===== src/rtl/wavepool_decode_arbiter_pkg.sv =====
// Shared definitions for the wavepool-to-decode arbiter: default sizing
// and the arbiter FSM state encoding.
package wavepool_decode_arbiter_pkg;

  localparam int NUM_WF_DEF = 40;
  localparam int WFID_W_DEF = 6;

  typedef enum logic {
    ARB       = 1'b0,
    HALF_LOCK = 1'b1
  } arb_state_t;

endpackage


===== src/rtl/wavepool_decode_arbiter_if.sv =====
// Request/grant bundle between the wavepool buffers, decode and the arbiter.
// The master side is the wavepool/decode pair; the arbiter is the slave.
interface wavepool_decode_arbiter_if
  import wavepool_decode_arbiter_pkg::*;
#(
  parameter int NUM_WF = NUM_WF_DEF,
  parameter int WFID_W = WFID_W_DEF
);

  logic [NUM_WF-1:0] wf_ready;
  logic              decode_stall;
  logic              half_rqd;
  logic [WFID_W-1:0] half_wfid;
  logic              grant_valid;
  logic [WFID_W-1:0] grant_wfid;
  logic [NUM_WF-1:0] grant_onehot;
  logic              grant_is_half;
  logic              lock_active;

  modport master (
    output wf_ready, decode_stall, half_rqd, half_wfid,
    input  grant_valid, grant_wfid, grant_onehot, grant_is_half, lock_active
  );

  modport slave (
    input  wf_ready, decode_stall, half_rqd, half_wfid,
    output grant_valid, grant_wfid, grant_onehot, grant_is_half, lock_active
  );

endinterface


===== src/rtl/wavepool_decode_arbiter_rr_prio_enc.sv =====
// Round-robin priority encoder: finds the first requester strictly after
// i_ptr, wrapping around, by priority-encoding a doubled and masked request.
module wavepool_decode_arbiter_rr_prio_enc
  import wavepool_decode_arbiter_pkg::*;
#(
  parameter int NUM_WF = NUM_WF_DEF,
  parameter int WFID_W = WFID_W_DEF
)
(
  input  logic [NUM_WF-1:0] i_req,
  input  logic [WFID_W-1:0] i_ptr,
  output logic              o_found,
  output logic [WFID_W-1:0] o_wfid
);

  localparam int IDX_W = $clog2(2 * NUM_WF);

  logic [2*NUM_WF-1:0] w_dbl;
  logic [2*NUM_WF-1:0] w_masked;
  logic [IDX_W-1:0]    w_idx;

  assign w_dbl = {i_req, i_req};

  // Window (ptr, ptr+NUM_WF] of the doubled vector covers every slot once,
  // with ptr itself landing last; scanning downward leaves the lowest hit.
  always_comb begin
    w_masked = '0;
    o_found  = 1'b0;
    w_idx    = '0;
    for (int j = 0; j < 2 * NUM_WF; j++) begin
      w_masked[j] = w_dbl[j] && (j > int'(i_ptr)) && (j <= int'(i_ptr) + NUM_WF);
    end
    for (int j = 2 * NUM_WF - 1; j >= 0; j--) begin
      if (w_masked[j]) begin
        o_found = 1'b1;
        w_idx   = IDX_W'(j);
      end
    end
  end

  assign o_wfid = (w_idx >= IDX_W'(NUM_WF)) ? WFID_W'(w_idx - IDX_W'(NUM_WF))
                                             : WFID_W'(w_idx);

endmodule


===== src/rtl/wavepool_decode_arbiter.sv =====
// Selects which wavefront feeds decode each cycle: round-robin normally,
// pinned to one wavefront while the second half of a 64-bit word is owed.
module wavepool_decode_arbiter
  import wavepool_decode_arbiter_pkg::*;
#(
  parameter int NUM_WF = NUM_WF_DEF,
  parameter int WFID_W = WFID_W_DEF
)
(
  input  logic                          clk,
  input  logic                          rst_n,
  wavepool_decode_arbiter_if.slave      io_arb
);

  arb_state_t        r_state;
  arb_state_t        w_state_nxt;
  logic [WFID_W-1:0] r_rr_ptr;
  logic [WFID_W-1:0] w_rr_ptr_nxt;
  logic [WFID_W-1:0] r_lock_wfid;
  logic [WFID_W-1:0] w_lock_wfid_nxt;

  logic              w_eff_lock;
  logic [WFID_W-1:0] w_eff_wfid;
  logic              w_eff_ready;
  logic              w_rr_found;
  logic [WFID_W-1:0] w_rr_wfid;

  logic              w_grant_valid;
  logic [WFID_W-1:0] w_grant_wfid;
  logic              w_grant_half;
  logic [NUM_WF-1:0] w_grant_onehot;

  wavepool_decode_arbiter_rr_prio_enc #(
    .NUM_WF (NUM_WF),
    .WFID_W (WFID_W)
  ) u_rr_prio_enc (
    .i_req   (io_arb.wf_ready),
    .i_ptr   (r_rr_ptr),
    .o_found (w_rr_found),
    .o_wfid  (w_rr_wfid)
  );

  // half_rqd arrives in the same cycle it must steer the grant, so the lock
  // is the union of the registered lock and the live request.
  assign w_eff_lock = (r_state == HALF_LOCK) || io_arb.half_rqd;
  assign w_eff_wfid = io_arb.half_rqd ? io_arb.half_wfid : r_lock_wfid;

  always_comb begin
    w_eff_ready = 1'b0;
    for (int i = 0; i < NUM_WF; i++) begin
      if (WFID_W'(i) == w_eff_wfid) begin
        w_eff_ready = io_arb.wf_ready[i];
      end
    end
  end

  always_comb begin
    w_state_nxt     = r_state;
    w_rr_ptr_nxt    = r_rr_ptr;
    w_lock_wfid_nxt = r_lock_wfid;
    w_grant_valid   = 1'b0;
    w_grant_wfid    = '0;
    w_grant_half    = 1'b0;
    if (w_eff_lock) begin
      if (!io_arb.decode_stall && w_eff_ready) begin
        w_grant_valid = 1'b1;
        w_grant_wfid  = w_eff_wfid;
        w_grant_half  = 1'b1;
        w_state_nxt   = ARB;
      end else begin
        w_state_nxt     = HALF_LOCK;
        w_lock_wfid_nxt = w_eff_wfid;
      end
    end else if (!io_arb.decode_stall && w_rr_found) begin
      w_grant_valid = 1'b1;
      w_grant_wfid  = w_rr_wfid;
      w_rr_ptr_nxt  = w_rr_wfid;
    end
  end

  always_comb begin
    w_grant_onehot = '0;
    for (int i = 0; i < NUM_WF; i++) begin
      w_grant_onehot[i] = w_grant_valid && (WFID_W'(i) == w_grant_wfid);
    end
  end

  // Reset leaves wf 0 first in line: the search starts just after the pointer.
  always_ff @(posedge clk or negedge rst_n) begin
    if (!rst_n) begin
      r_state     <= ARB;
      r_rr_ptr    <= WFID_W'(NUM_WF - 1);
      r_lock_wfid <= '0;
    end else begin
      r_state     <= w_state_nxt;
      r_rr_ptr    <= w_rr_ptr_nxt;
      r_lock_wfid <= w_lock_wfid_nxt;
    end
  end

  assign io_arb.grant_valid   = w_grant_valid & rst_n;
  assign io_arb.grant_wfid    = rst_n ? w_grant_wfid : '0;
  assign io_arb.grant_onehot  = w_grant_onehot & {NUM_WF{rst_n}};
  assign io_arb.grant_is_half = w_grant_half & rst_n;
  assign io_arb.lock_active   = (r_state == HALF_LOCK) & rst_n;

  a_no_rqd_in_lock: assert property (@(posedge clk) disable iff (!rst_n)
    !(io_arb.half_rqd && (r_state == HALF_LOCK)));

  a_half_wfid_range: assert property (@(posedge clk) disable iff (!rst_n)
    io_arb.half_rqd |-> (int'(io_arb.half_wfid) < NUM_WF));

endmodule

===== src/flat_wrapper.sv =====
// flat-port wrapper written by rule: the top's interface ports become plain ports
module wavepool_decode_arbiter_flat import wavepool_decode_arbiter_pkg::*;
#(
  parameter int NUM_WF = NUM_WF_DEF,
  parameter int WFID_W = WFID_W_DEF
)
  (clk, rst_n, io_arb_wf_ready, io_arb_decode_stall, io_arb_half_rqd, io_arb_half_wfid, io_arb_grant_valid, io_arb_grant_wfid, io_arb_grant_onehot, io_arb_grant_is_half, io_arb_lock_active);
  wavepool_decode_arbiter_if #(.NUM_WF(NUM_WF), .WFID_W(WFID_W)) io_arb_i ();
  input  logic clk;
  input  logic rst_n;
  input wire logic [$bits(io_arb_i.wf_ready)-1:0] io_arb_wf_ready;
  input wire logic [$bits(io_arb_i.decode_stall)-1:0] io_arb_decode_stall;
  input wire logic [$bits(io_arb_i.half_rqd)-1:0] io_arb_half_rqd;
  input wire logic [$bits(io_arb_i.half_wfid)-1:0] io_arb_half_wfid;
  output wire logic [$bits(io_arb_i.grant_valid)-1:0] io_arb_grant_valid;
  output wire logic [$bits(io_arb_i.grant_wfid)-1:0] io_arb_grant_wfid;
  output wire logic [$bits(io_arb_i.grant_onehot)-1:0] io_arb_grant_onehot;
  output wire logic [$bits(io_arb_i.grant_is_half)-1:0] io_arb_grant_is_half;
  output wire logic [$bits(io_arb_i.lock_active)-1:0] io_arb_lock_active;
  assign io_arb_i.wf_ready = io_arb_wf_ready;
  assign io_arb_i.decode_stall = io_arb_decode_stall;
  assign io_arb_i.half_rqd = io_arb_half_rqd;
  assign io_arb_i.half_wfid = io_arb_half_wfid;
  assign io_arb_grant_valid = io_arb_i.grant_valid;
  assign io_arb_grant_wfid = io_arb_i.grant_wfid;
  assign io_arb_grant_onehot = io_arb_i.grant_onehot;
  assign io_arb_grant_is_half = io_arb_i.grant_is_half;
  assign io_arb_lock_active = io_arb_i.lock_active;
  wavepool_decode_arbiter #(.NUM_WF(NUM_WF), .WFID_W(WFID_W)) u_core (.clk(clk), .rst_n(rst_n), .io_arb(io_arb_i));
endmodule

===== config.mk =====
export PLATFORM = sky130hd
export DESIGN_NAME = wavepool_decode_arbiter_flat
export DESIGN_NICKNAME = d
export VERILOG_FILES = /design/src/rtl/wavepool_decode_arbiter_pkg.sv /design/src/rtl/wavepool_decode_arbiter_if.sv /design/src/rtl/wavepool_decode_arbiter_rr_prio_enc.sv /design/src/rtl/wavepool_decode_arbiter.sv /design/src/flat_wrapper.sv
export SDC_FILE = /design/constraint.sdc
export NUM_CORES = 1
export LEC_CHECK = 0
export CELL_PAD_IN_SITES_DETAIL_PLACEMENT = 0
export CELL_PAD_IN_SITES_GLOBAL_PLACEMENT = 1
export CORE_MARGIN = 4
export CORE_UTILIZATION = 40
export DETAILED_ROUTE_END_ITERATION = 10
export PLACE_DENSITY_LB_ADDON = 0.15
export SYNTH_ARGS = -nofsm -noshare
export SYNTH_HDL_FRONTEND = slang
export SYNTH_SLANG_ARGS = --single-unit

===== constraint.sdc =====
create_clock -name clk -period 10.3 [get_ports clk]
set_input_delay 1.545 -clock clk [delete_from_list [all_inputs] [get_ports clk]]
set_output_delay 1.545 -clock clk [all_outputs]
set_load 0.01 [all_outputs]

# ---- Word level (Yosys, flattened, before mapping)
# Cells that the tools add are included.
dict set report classes {
  n_addsub 2
  order_cmp 143
  n_eq_ne 78
  mux 209
  bitwise_logic 6
  n_reduce_logical 190
}
# operator n
set ops {}
lappend ops {{$le A7 B32 Y1 const A} 32}
lappend ops {{$mux W7} 79}
lappend ops {{$le A6 B32 Y1 const A} 16}
lappend ops {{$le A8 B32 Y1 const A} 15}
lappend ops {{$le A5 B32 Y1 const A} 8}
lappend ops {{$eq A5 B6 Y1 const A} 32}
lappend ops {{$gt A6 B6 Y1 const A} 32}
lappend ops {{$logic_and A1 B1 Y1} 184}
lappend ops {{$le A4 B32 Y1 const A} 4}
lappend ops {{$mux W1} 124}
lappend ops {{$eq A4 B6 Y1 const A} 16}
lappend ops {{$eq A6 B6 Y1 const A} 16}
lappend ops {{$gt A5 B6 Y1 const A} 16}
lappend ops {{$le A3 B32 Y1 const A} 2}
lappend ops {{$eq A3 B6 Y1 const A} 8}
lappend ops {{$gt A4 B6 Y1 const A} 8}
lappend ops {{$and A40 B40 Y40} 1}
lappend ops {{$mux W6} 6}
lappend ops {{$le A2 B32 Y1 const A} 1}
lappend ops {{$eq A2 B6 Y1 const A} 4}
lappend ops {{$gt A3 B6 Y1 const A} 4}
lappend ops {{$eq A1 B6 Y1 const A} 2}
lappend ops {{$gt A2 B6 Y1 const A} 2}
lappend ops {{$logic_not A6 Y1} 2}
lappend ops {{10 further kinds} 14}
dict set report totals {
  regBits 13
  inputBits 50
  output_inout_bits 49
  wordCells 631
}

# ---- Logic depth before layout (Yosys ltp)
dict set report depth {
  word_depth 89
  mapped_depth 24
}

# ---- Cells and area by module
# From an unflattened synthesis, not the netlist that was laid out.
dict set report hier_totals {
  cells_unflattened 877
  area_unflattened_um2 5884.4
}
# mod instances cells_each area_each_um2 seq_area_each_um2
set by_module_without_submodules {}
lappend by_module_without_submodules {wavepool_decode_arbiter_rr_prio_enc 1 560 3493.4 0.0}
lappend by_module_without_submodules {wavepool_decode_arbiter 1 317 2391.0 330.3}

# ---- Worst setup path before layout
# Ideal clock, no wire load.
dict set report synth_timing {
  path_type {flip-flop to output port}
  start {register u_core.r_rr_ptr[3]}
  end {output port io_arb_grant_onehot[5]}
  t_arrival_ns 4.966
  setup_slack_ns 3.789
  path_stages_with_launch 22
  cell_sequence {dfrtp_1 -> buf_4 -> buf_6 -> clkinv_1 -> ha_1 -> buf_6 -> or4b_4 -> o31a_1 -> o41ai_4 -> o2111ai_1 -> a31oi_1 -> o311ai_0 -> a21oi_1 -> o21bai_1 -> ha_1 -> and4_1 -> o21ai_1 -> a21oi_2 -> or2_1 -> or3_1 -> buf_6 -> nor3_1}
}
dict set report synth_via {
  elab_chain_len 89
  elab_cells_between_ends 454
  cone_classes {add/sub: 2; order compare: 143; eq/ne: 1; mux: 163; bitwise: 1; reduce/logical: 144}
}
# item line
set synth_lines {}
lappend synth_lines {{start: declaration} wavepool_decode_arbiter.sv:17} ;# logic [WFID_W-1:0] r_rr_ptr;
lappend synth_lines {{start signal: assignment} wavepool_decode_arbiter.sv:92} ;# r_rr_ptr <= WFID_W'(NUM_WF - 1);
lappend synth_lines {{start signal: assignment} wavepool_decode_arbiter.sv:96} ;# r_rr_ptr <= w_rr_ptr_nxt;
lappend synth_lines {{parallel branches: the longest is 87 deep, another holds $le A8 B32 Y1} --}
lappend synth_lines {{$logic_and A1 B1 Y1 *} wavepool_decode_arbiter.sv:84} ;# w_grant_onehot[i] = w_grant_valid && (WFID_W'(i) == w_grant_wfid);
lappend synth_lines {{$and A40 B40 Y40 *} wavepool_decode_arbiter.sv:103} ;# assign io_arb.grant_onehot = w_grant_onehot & {NUM_WF{rst_n}};
lappend synth_lines {{end: declaration} flat_wrapper.sv:17} ;# output wire logic [$bits(io_arb_i.grant_onehot)-1:0] io_arb_grant_onehot;
# Every way passes the cells marked *.

# ---- Worst setup path after layout
dict set report layout_timing {
  start {input port io_arb_half_rqd}
  end {output port io_arb_grant_onehot[15]}
}
dict set report layout_via {
  elab_chain_len 48
  elab_cells_between_ends 90
  cone_classes {eq/ne: 40; mux: 45; bitwise: 1; reduce/logical: 4}
}
# item line
set layout_lines {}
lappend layout_lines {{start: declaration} flat_wrapper.sv:13} ;# input wire logic [$bits(io_arb_i.half_rqd)-1:0] io_arb_half_rqd;
lappend layout_lines {{$mux W6} wavepool_decode_arbiter.sv:46} ;# assign w_eff_wfid = io_arb.half_rqd ? io_arb.half_wfid : r_lock_wfid;
lappend layout_lines {{$logic_not A6 Y1} wavepool_decode_arbiter.sv:51} ;# if (WFID_W'(i) == w_eff_wfid) begin
lappend layout_lines {{$mux W1 (40 in series)} wavepool_decode_arbiter.sv:51}
lappend layout_lines {{$logic_and A1 B1 Y1} wavepool_decode_arbiter.sv:65} ;# if (!io_arb.decode_stall && w_eff_ready) begin
lappend layout_lines {{$mux W6} wavepool_decode_arbiter.sv:65}
lappend layout_lines {{$mux W6} wavepool_decode_arbiter.sv:64} ;# if (w_eff_lock) begin
lappend layout_lines {{$eq A4 B6 Y1} wavepool_decode_arbiter.sv:84}
lappend layout_lines {{$logic_and A1 B1 Y1 *} wavepool_decode_arbiter.sv:84}
lappend layout_lines {{$and A40 B40 Y40 *} wavepool_decode_arbiter.sv:103}
# Mark *: on every way between the ends. The rest lies on a longest branch, timed or not.

==> reports/qor.yml <==
clocking:
  h-tree-depth: 1
  cts-resized-gates: 0
  cts.hold.buffers_added: 0
  clock_insertion_delay_worst_skew_ns: 0.25
  cts_num_sinks: 13
  cts_tree: "yes"
  clkSlewWorstSetupHoldPaths_ns: 0.05
  post-cts-setup-buffers: 0
  max-clock-path-buffers: 2
  clock_tree.root_cell: "sky130_fd_sc_hd__clkbuf_16"
  cts_inserted_buffers: 3
finish:
  n_fill_cell: 1439
  final_util: 0.484
  drive_above_1_share: 0.0832
  signed_area_change_from_the_synthesized_netlist_to_the_final_layout_pct: 18.3
  antenna_diode_count: 0
  layout.cells.non_filler: 1081
  layout.nets: 960
power:
  powerDensity_nw_per_um2: 280
  leakagePower_nw: 2.28
  power.ir.vdd_worst_v: 0.000116
timing:
  timing.slew.headroom: 0.250
  setup_viol: 0
  final-max-slew-violation-count: 0
  worst-slew-pin-transition_ns: 1.12
  fin_crit_ns: 8.59
  max_freq_ghz: 0.116
  rsz0062_at_grt: "false"
  report.final.hold_viol_count: 0
  fin_tns_setup_ns: 0
  timing.final.crit_share: 0.834
  fin_skew_ns: 0.00440
synthesis:
  synth.area.top_cells: "sky130_fd_sc_hd__o21ai_0 5.6%, sky130_fd_sc_hd__nand2_1 5.0%, sky130_fd_sc_hd__nor2_1 4.3%"
  post_synthesis_cell_area_um2: 5680
  synth_fp_nets: 906
  ys.warnings.count: 0
  synth_enable_flop_cells: 0
  synth.top_cell.area_share: 0.0555
  ys_async_sr_fraction: 1.00
  synthesis.instances: 848
  synth_cell_types: 101
  netlist.top_cell.by_area: "sky130_fd_sc_hd__o21ai_0"
  syn_area_per_cell_um2: 6.69
  yosysSeqAreaShare: 0.0582
  synth_flop_cell: "sky130_fd_sc_hd__dfrtp_1"
  yosys_register_bits: 13
grt:
  grt.overflow.total: 0
  grt_util_met1: 0.482
  grt.met2_usage: 0.522
  first_global_vias: 7308
  grt_pass1_wl_um: 44300
  busiest_layer: "met2"
  grt_util_all_layers: 0.348
  gr-usage-met3: 0.0656
  grt_max_degree: 43
  initial_antenna_violation_count: 0
floorplan:
  die_area_um2: 16200
  core_area_um2: 13900
  io_pins: 99
  chipHeight_um: 127
  chipWidth_um: 127
  initial_utilization: 0.409
  rows: 43
drt:
  detailedRoute.firstIterationViolations: 1349
  totalWireLength_um: 29400
  detailroute.via_count: 7887
  via_per_inst: 7.30
  drt.antenna.violating_nets: 0
  drt_pass1_iterations: 6
  dr_drc_count: 0
  drt-wirelength-per-cell_um: 27.2
min_path:
  min_path_type: "reg2reg"
outcome:
  outcome: "complete, no violations"
worst_setup_path:
  worstPathArrival_ns: 7.05
  worstSetupEndpointType: "primary output"
  setup.worst_path.class: "in2out"
  worstPathRequired_ns: 8.76
  path_delay_family: "buffers and inverters"
  startpoint_class_of_the_critical_path: "input pin"
  critical_path.max_stage_delay_ns: 1.22
  cp_cell_sequence: "clkdlybuf4s50_1 > mux2i_2 > buf_4 > mux2i_1 > nor3_1 > a221oi_1 > nand4_1 > o31ai_2 > inv_1 > a21oi_1 > inv_1 > or3_1 > nor3b_2 > clkdlybuf4s50_1"
  critical_path.max_fanout: 32
  cp.buffers_inverters: 5
  critical_path.slowest_cell: "sky130_fd_sc_hd__clkdlybuf4s50_1"
flow_run:
  timing.max_cap.violations: 0
placement:
  dpl_cells: 1077
  hpwlAfterDp_um: 22300
  routabilityCongestion: 1.02
  io_buffers: 98
## synth_stat cells, drive strengths merged (6+ instances only)
cell	instances
o21a	6
a21o	12
nor2	67
o31a	6
a32oi	6
or3	7
a21boi	9
nand2	75
ha	8
inv	30
mux2i	7
o2111a	6
clkbuf	22
a2111oi	8
o22ai	10
buf	39
and4	7
and3b	11
o2111ai	9
nor3	42
or2	9
mux2	8
a211oi	20
o221ai	8
o31ai	9
a31oi	14
o21ai	67
o211a	7
a311oi	6
nand4	22
a21oi	49
nand2b	15
dfrtp	9
nand3	34
nor3b	20
nor2b	17
nor4	8
and3	15
and2	15
o211ai	17
## logic make-up after synthesis
logic type                 Yosys count  synth area share
DFF                                 13            0.0582
AOI/OAI and AO/OA                  325             0.419
adders and majority gates            8            0.0176
and+or+nand+nor                    392             0.388
xor gates and xnor gates             2           0.00309
muxes                               16            0.0328
buffers and inverters               92            0.0804
## cell usage in the layout (no fill, tap or decap), types with 8 or more instances in the layout
master | synthesis | final
sky130_fd_sc_hd__a2111oi_0 | 8 | 8
sky130_fd_sc_hd__a211oi_1 | 20 | 20
sky130_fd_sc_hd__a21boi_0 | 8 | 8
sky130_fd_sc_hd__a21o_1 | 11 | 11
sky130_fd_sc_hd__a21oi_1 | 44 | 44
sky130_fd_sc_hd__a31oi_1 | 14 | 14
sky130_fd_sc_hd__and2_1 | 14 | 14
sky130_fd_sc_hd__and3_1 | 15 | 15
sky130_fd_sc_hd__and3b_1 | 11 | 11
sky130_fd_sc_hd__buf_4 | 11 | 12
sky130_fd_sc_hd__clkdlybuf4s50_1 | 0 | 98
sky130_fd_sc_hd__dfrtp_1 | 9 | 9
sky130_fd_sc_hd__ha_1 | 8 | 8
sky130_fd_sc_hd__inv_1 | 29 | 29
sky130_fd_sc_hd__mux2_2 | 8 | 8
sky130_fd_sc_hd__nand2_1 | 75 | 75
sky130_fd_sc_hd__nand2b_1 | 15 | 15
sky130_fd_sc_hd__nand3_1 | 33 | 33
sky130_fd_sc_hd__nand4_1 | 22 | 22
sky130_fd_sc_hd__nor2_1 | 65 | 65
sky130_fd_sc_hd__nor2b_1 | 17 | 17
sky130_fd_sc_hd__nor3_1 | 39 | 39
sky130_fd_sc_hd__nor3b_1 | 16 | 16
sky130_fd_sc_hd__o2111ai_1 | 9 | 9
sky130_fd_sc_hd__o211ai_1 | 17 | 17
sky130_fd_sc_hd__o21ai_0 | 63 | 63
sky130_fd_sc_hd__o22ai_1 | 10 | 10
## path summary, 6_finish.rpt
check / startpoint / endpoint / slack, ns / cells after the start
min reg2reg: u_core.r_lock_wfid[4] / u_core.r_lock_wfid[4] / 0.56 / 2
max reg2reg: u_core.r_rr_ptr[4] / u_core.r_rr_ptr[4] / 4.87 / 16
min: u_core.r_lock_wfid[4] / u_core.r_lock_wfid[4] / 0.56 / 2
max in group asynchronous: rst_n / u_core.r_state / 8.10 / 1
min in group asynchronous: rst_n / u_core.r_lock_wfid[5] / 1.74 / 1
max: io_arb_half_rqd / io_arb_grant_onehot[15] / 1.71 / 14
## metal layers
metal | routed length [um] | part of all wire
met1 | 11900 | 0.41
met3 | 3420 | 0.12
met4 | 1670 | 0.057
met2 | 12300 | 0.42
met5 | 0 | 0
## sequential cells by signal, indices dropped and copies added, names as in the netlist
name,cells
u_core.r_rr_ptr,6
u_core.r_state,1
u_core.r_lock_wfid,6
## cell type report
| cell class | instances | area, um2 | share of cell area |
|---|---|---|---|
| Sequential cell | 13 | 330 | 0.0492 |
| Tap cell | 180 | 225 | 0.0335 |
| Clock buffer | 3 | 75.1 | 0.0112 |
| Clock inverter | 1 | 5.00 | 0.000745 |
| Inverter | 31 | 116 | 0.0173 |
| Multi-Input combinational cell | 743 | 4890 | 0.729 |
| Timing Repair Buffer | 110 | 1070 | 0.159 |
## stage by stage
| stage | hold WS, ns | power [mW] | worst slack (ns) | cell area (um2) |
|---|---|---|---|---|
| floorplan | 0.493 | 1.23 | 3.79 | 5680 |
| CTS | 0.561 | 1.79 | 1.81 | 6720 |
| finish | 0.559 | 1.88 | 1.71 | 6720 |
| detailed placement | 0.551 | 1.71 | 1.84 | 6640 |
| global route | 0.585 | 1.97 | 1.28 | 6720 |
| global placement | 0.521 | 1.71 | 2.14 | 6640 |
## worst min-delay path, cell delays in order, from the launching register on
cell                      delay [ns]
sky130_fd_sc_hd__dfrtp_1        0.38
sky130_fd_sc_hd__nand2_1        0.06
sky130_fd_sc_hd__o21ai_0        0.07
## report_power, final
part / switching [mW] / leakage (nW) / internal [mW]
combinational: 1.12 / 2.09 / 0.525
sequential: 0.0806 / 0.149 / 0.0794
clock: 0.0239 / 0.0409 / 0.0518
No activity file was read; power rests on OpenSTA's default activity.
